==> config.mk <==
export PLATFORM = sky130hd
export DESIGN_NAME = prng_io_module
export DESIGN_NICKNAME = d
export VERILOG_FILES = /design/src/rtl/prng_io_module.sv
export SDC_FILE = /design/constraint.sdc
export NUM_CORES = 1
export LEC_CHECK = 0
export CAP_MARGIN = 20
export CORE_ASPECT_RATIO = 0.75
export CORE_MARGIN = 2
export CORE_UTILIZATION = 35
export DETAILED_ROUTE_END_ITERATION = 6
export PLACE_DENSITY = 0.65
export SLEW_MARGIN = 20
export SYNTH_ARGS = -nofsm -noshare
export SYNTH_HDL_FRONTEND = slang
export SYNTH_SLANG_ARGS = --single-unit
==> constraint.sdc <==
create_clock -name clk -period 2.1 [get_ports clk]
set_input_delay 0.525 -clock clk [delete_from_list [all_inputs] [get_ports clk]]
set_output_delay 0.525 -clock clk [all_outputs]
set_load 0.05 [all_outputs]
==> src/rtl/prng_io_module.sv <==
// 32-bit xorshift (13/17/5) PRNG slave on the MicroBlaze MCS IO bus: SEED at 0x000, RAND at 0x004.
// Optional build macro PRNG_FREERUN_EN: the state also steps on every clock cycle.
module prng_io_module #(
  parameter logic [31:0] DEFAULT_SEED = 32'h0000_0001
) (
  input  logic        clk,
  input  logic        rst,
  input  logic        io_addr_strobe,
  input  logic        io_read_strobe,
  input  logic        io_write_strobe,
  input  logic [11:0] io_address,
  input  logic [3:0]  io_byte_enable,
  input  logic [31:0] io_write_data,
  output logic [31:0] io_read_data,
  output logic        io_ready
);

  localparam logic [9:0] WORD_SEED = 10'd0;
  localparam logic [9:0] WORD_RAND = 10'd1;

  function automatic logic [31:0] xorshift32(input logic [31:0] x);
    logic [31:0] t;
    t = x ^ (x << 13);
    t = t ^ (t >> 17);
    t = t ^ (t << 5);
    return t;
  endfunction

  function automatic logic [31:0] merge_lanes(input logic [31:0] old_v,
                                              input logic [31:0] new_v,
                                              input logic [3:0]  be);
    logic [31:0] r;
    for (int b = 0; b < 4; b++)
      r[8*b +: 8] = be[b] ? new_v[8*b +: 8] : old_v[8*b +: 8];
    return r;
  endfunction

  // An all-zero state would lock xorshift at zero forever.
  function automatic logic [31:0] nonzero_seed(input logic [31:0] v);
    return (v == 32'h0) ? DEFAULT_SEED : v;
  endfunction

  logic [31:0] seed_q,  seed_d;
  logic [31:0] state_q, state_d;
  logic [31:0] rdata_q, rdata_d;
  logic        ready_q, ready_d;

  logic       wr_acc;
  logic       rd_acc;
  logic [9:0] word;

  assign word   = io_address[11:2];
  assign wr_acc = io_addr_strobe & io_write_strobe;
  // A combined read+write strobe is treated as a write only.
  assign rd_acc = io_addr_strobe & io_read_strobe & ~io_write_strobe;

  always_comb begin
    seed_d  = seed_q;
    rdata_d = 32'h0;
    ready_d = io_addr_strobe;
`ifdef PRNG_FREERUN_EN
    state_d = xorshift32(state_q);
`else
    state_d = state_q;
`endif
    if (wr_acc) begin
      if (word == WORD_SEED) begin
        seed_d  = nonzero_seed(merge_lanes(seed_q, io_write_data, io_byte_enable));
        // Loading overrides any free-run step in the same cycle.
        state_d = seed_d;
      end
    end else if (rd_acc) begin
      case (word)
        WORD_SEED: rdata_d = seed_q;
        WORD_RAND: begin
          state_d = xorshift32(state_d);
          rdata_d = state_d;
        end
        default:   rdata_d = 32'h0;
      endcase
    end
  end

  always_ff @(posedge clk or negedge rst) begin
    if (!rst) begin
      seed_q  <= DEFAULT_SEED;
      state_q <= DEFAULT_SEED;
      rdata_q <= 32'h0;
      ready_q <= 1'b0;
    end else begin
      seed_q  <= seed_d;
      state_q <= state_d;
      rdata_q <= rdata_d;
      ready_q <= ready_d;
    end
  end

  assign io_read_data = rdata_q;
  assign io_ready     = ready_q;

endmodule

# [Yosys cells after proc, flatten, opt, wreduce, memory -nomap -nowiden]
# Cells that the tools add are included.
[totals] inputBits=53 reg_bits=97
[classes] n_eq_ne=2 mux=12 bitwise=7 reduce_logical=6
[ops] op="32-bit two-way mux" n=7
[ops] op="32-bit case mux with 2 select lines" n=1
[ops] op="32-bit bitwise XOR" n=2
[ops] op="32-bit zero test" n=1
[ops] op="8-bit two-way mux" n=4
[ops] op="32-bit by 15-bit bitwise XOR with 32-bit output" n=1
[ops] op="10-bit by 1-bit == test with 1-bit output, second input constant" n=1
[ops] op="10-bit zero test" n=1
[ops] op="2-bit nonzero test" n=2
[ops] op="1-bit bitwise AND" n=3
[ops] op="3-bit AND reduction" n=1
[ops] op="2-bit by 1-bit inequality test with 1-bit output, second input constant" n=1
[ops] op="2-bit AND reduction" n=1
[ops] op="1-bit NOT" n=1

# [Logic depth before layout (Yosys ltp)]
# Gate-level depths: netlist of run 1.
[depth] word_depth=6 ltp_mapped=7 mapped_depth_nobuf=5

# [Least setup slack after synthesis of run 1]
# Ideal clock, no wire load.
[synth_path] kind="in2reg" startpoint="input port io_address[7]" endpoint="register seed_q[1]" setup_time_ns=0.125 path_slack_ns=-0.166 arrival_time_ns=2.141 path_stages=5 t_required_ns=1.975 cell_sequence="or4_1 or4_4 nor2_4 nand2_4 mux2_4"
[synth_between] elab_chain_cells=2
[synth_lines] item="start: declaration" line="11" text="input logic [11:0] io_address,"
[synth_lines] item="10-bit zero test" line="67" text="if (word == WORD_SEED) begin"
[synth_lines] item="2-bit AND reduction (no line)"
[synth_lines] item="end signal: assignment" line="86" text="seed_q <= DEFAULT_SEED;"
[synth_lines] item="end signal: assignment" line="91" text="seed_q <= seed_d;"
[synth_lines] item="end: declaration" line="43" text="logic [31:0] seed_q, seed_d;"
# No other way between the ends.
# A chain may end at the register's enable or synchronous reset.

# [Worst setup path in the final report of run 1]
[layout_path] startpoint="input port io_address[8]" endpoint="register seed_q[27]"
# The elaborated chain is that of the path after synthesis.

==> summary.md, run 1 <==
| Metric | Value |
|---|---|
| Status | `finished with violations` |
| Failing checks | `negative setup slack` |
| First-pass GRT wire length | `24500 microns` |
| Final non-filler cell total | `895` |
| WL/cell | `18.2 microns` |
| Leak | `3.38 nW` |
| Clock Path Buffers | `2` |
| Fin crit share | `1.00` |
| Crit path capture type | `flip-flop` |
| Die Span Y | `110 microns` |
| Final hold slack | `0.104 ns` |
| H-tree depth | `3` |
| Rel. slew slack | `0.632` |
| WP data required | `2.38 ns` |
| Area grow syn2layout | `41.0%` |
| Avg Vias per Cell | `5.29` |
| Detail Route Antenna Nets | `0` |
| Core area | `14600 sq um` |
| Switch share | `0.241` |
| Number of synthesized flops with an enable pin | `0` |
| Die Width | `146 microns` |
| Worst Skew | `0.0105 ns` |
| Initial DRC Count | `431` |
| Number of max-cap violations | `0` |
| Setup WS pre-CTS | `-0.758 ns` |
| DRT Pass-1 Iters | `4` |
| Pint | `0.00316 W` |
| Worst min path class | `in2async` |
| Global Route Usage Sum | `0.193` |
| Pwr Density | `558 nW/um^2` |
| Nature of the critical path startpoint | `input pin` |
| DP Cell Count | `870` |
| Post-route setup slack | `-0.00109 ns` |
| Dpl hpwl | `11500 microns` |
| I/O Buffers | `83` |
| Residual overflow from global routing | `0` |
| N_diodes | `0` |
| Most common cell after layout, fill and taps aside | `dfrtp_1` |
| Share of cells above drive strength 1 | `0.240` |
| Row count | `38` |
| Fillers | `1330` |
| Worst-path clk slew | `0.07 ns` |
| CP Class | `in2reg` |
| YS warnings | `0` |
| VDD IR max | `0.000367 V` |
| Async set-reset flop share out of synthesis | `1.00` |
| Clock latency on the worst-skew pair | `0.35 ns` |
| Crit path top cell by count | `or4_4` |
| WP buf/inv | `3` |
| Net Switching | `0.00100 W` |
| Sink Count | `97` |
| Area of the die | `16100 sq um` |
| Final Hold Fails | `0` |
| TritonCTS clock tree | `built` |
| Cell variety after synth | `41` |
| Sequential share of power | `0.456` |
| Post-synthesis instance total | `543` |
| Cell family with most CP delay | `simple AND/OR/NAND/NOR gates` |
| Slew Limit Fails | `0` |
| Initial antenna violation count | `0` |
| Combinational share of power | `0.124` |
| Initial core utilization | `0.362` |
| Fin util | `0.511` |
| CP peak stage delay | `0.57 ns` |
| Primary FF master, synth | `dfrtp_1` |
| Via count | `4733` |
| FF-to-FF Start | `state_q[14]$_DFFE_PN0P_` |
| F_max | `0.476 GHz` |
| Ports | `86` |
| Avg Cell Area, Syn | `9.74 sq um` |
| Final Wtd Congestion | `0.861` |
| Final Critical Period | `2.10 ns` |
| Clock power share | `0.420` |
| Detailed Route WL | `16300 microns` |
| Worst-path cell chain | `buf_6, or4_4, or4_4, nor2_4, buf_4, clkbuf_16, nor2_1, a21oi_1` |
| Slowest cell on crit path | `or4_4` |
| Clock Tree Root | `clkbuf_16` |
| Worst-margin pin slew | `0.548 ns` |
| Commonest cells after routing, fill and taps aside | `95 x dfrtp_1, 84 x buf_4, 63 x clkdlybuf4s50_1` |
| CP Max Fanout | `12` |
| Syn nets | `596` |
| Worst setup path start | `io_address[8]` |
| Vias in the first global route | `4532` |
| Synth Register Bits | `97` |
| Final setup fails | `1` |
| Hold Buf Count CTS | `0` |
| RSZ-0062 raised after global routing | `yes` |
| Register area | `2430 sq um` |
| Critical path data arrival time | `2.38 ns` |
| Mapped cell area | `5290 sq um` |
| DRC Markers | `0` |
| Largest net degree at the start of global routing | `49` |
| TritonCTS buffer count | `9` |
| Final nets | `743` |
| Multi-input logic area | `2840 sq um` |
| Sequential share of the synthesized area | `0.459` |
-- per-stage QoR --
step,TNS [ns],instance area [sq um],total power (W)
after detailed placement,-52.75,6910,0.00244
final,-0.00109,7460,0.00416
after global placement,-48.19,6910,0.00243
after CTS,-0.00547,7260,0.00416
after floorplan,-4.41,5290,0.00213
after global routing,-0.349,7460,0.00429
-- path summary, 6_finish.rpt --
check	endpoint	depth (start not counted)	slack, ns
setup / recovery	seed_q[27]$_DFFE_PN0P_	8	-0.001
hold / removal	io_read_data[8]$_DFF_PN0_	1	0.10
setup reg to reg	state_q[15]$_DFFE_PN0P_	5	0.19
hold reg to reg	state_q[25]$_DFFE_PN0P_	2	0.52
max in group asynchronous	state_q[0]$_DFFE_PN1P_	2	1.35
min in group clk	state_q[25]$_DFFE_PN0P_	2	0.52
-- synth_stat cells, types with 2 or more instances --
library cell | instances | area, sq um
a21oi_1 | 56 | 280
a22o_1 | 21 | 184
a31oi_1 | 2 | 12.5
buf_1 | 3 | 11.3
buf_2 | 4 | 20.0
buf_4 | 5 | 37.5
clkbuf_1 | 24 | 90.1
dfrtp_1 | 95 | 2380
dfstp_2 | 2 | 52.6
mux2_2 | 5 | 56.3
mux2_4 | 7 | 105
mux2i_1 | 27 | 270
nand2_1 | 60 | 225
nor2_1 | 54 | 203
nor3_1 | 10 | 50.1
nor3b_1 | 4 | 30.0
nor4_1 | 4 | 25.0
nor4_2 | 3 | 37.5
o21ai_0 | 51 | 255
o22ai_1 | 9 | 56.3
or4_1 | 4 | 30.0
or4_4 | 2 | 22.5
or4b_2 | 2 | 20.0
xnor2_1 | 44 | 385
xnor3_1 | 3 | 67.6
xor2_1 | 26 | 228
xor3_1 | 2 | 47.6
-- cells by family (layout without fill, tap and decap cells) --
family          after synthesis  in the layout  share of synthesized area
buf+inv                      36            188                     0.0300
xor+xnor                     75             75                      0.138
mux                          39             39                     0.0816
simple gates                153            153                      0.137
compound gates              143            143                      0.154
flops                        97             97                      0.459
-- power groups by stage --
stage	logic [W]	clock network [W]	registers (W)
floorplan	0.000199	0	0.00193
global placement	0.000497	0	0.00193
detailed placement	0.000504	0	0.00193
CTS	0.000508	0.00176	0.00190
global route	0.000560	0.00183	0.00190
finish	0.000515	0.00175	0.00190
-- worst reg2reg max path, stage by stage (launching register included) --
cell and delay (ns):
dfrtp_1 0.46, xnor2_1 0.50, xor2_1 0.30, xor2_1 0.25
o21ai_0 0.13, o21ai_0 0.18
-- area by class of cell --
type                       instances  share of cell area
clock buffer                      14              0.0367
clock inverter                     2             0.00470
multi-input combinational        410               0.381
sequential                        97               0.326
tap                              200              0.0336
timing repair buffer             172               0.218
-- repair_timing --
item,CTS,global route
pin swaps,9,5
setup buffers,2,3
cloned,0,4
gates resized for setup,32,26
endpoints found under the setup margin,96,42
-- routing by layer --
layer | up-vias | part of all wire | GRT usage
met5 | - | 0 | 0
met4 | 0 | 0.014 | 0.0484
met3 | 19 | 0.061 | 0.0364
met2 | 182 | 0.45 | 0.296
met1 | 2350 | 0.48 | 0.279
li1 | 2182 | - | -
-- registers in the layout (all words and copies together), names as in the netlist --
signal	flops
io_read_data	32
state_q	32
io_ready	1
seed_q	32
(Power assumes the default switching activity.)
==> inputs of run 2 (changes only) <==
--- a/config.mk
+++ b/config.mk
@@ -5,10 +5,12 @@
 export SDC_FILE = /design/constraint.sdc
 export NUM_CORES = 1
 export LEC_CHECK = 0
+export ABC_CLOCK_PERIOD_IN_PS = 2100
 export CAP_MARGIN = 20
 export CORE_ASPECT_RATIO = 0.75
 export CORE_MARGIN = 2
 export CORE_UTILIZATION = 35
+export CTS_CLUSTER_DIAMETER = 60
 export DETAILED_ROUTE_END_ITERATION = 6
 export PLACE_DENSITY = 0.65
 export SLEW_MARGIN = 20
==> results of run 2 <==
No change in the layout: final DEF, timing and power equal those of run 1.
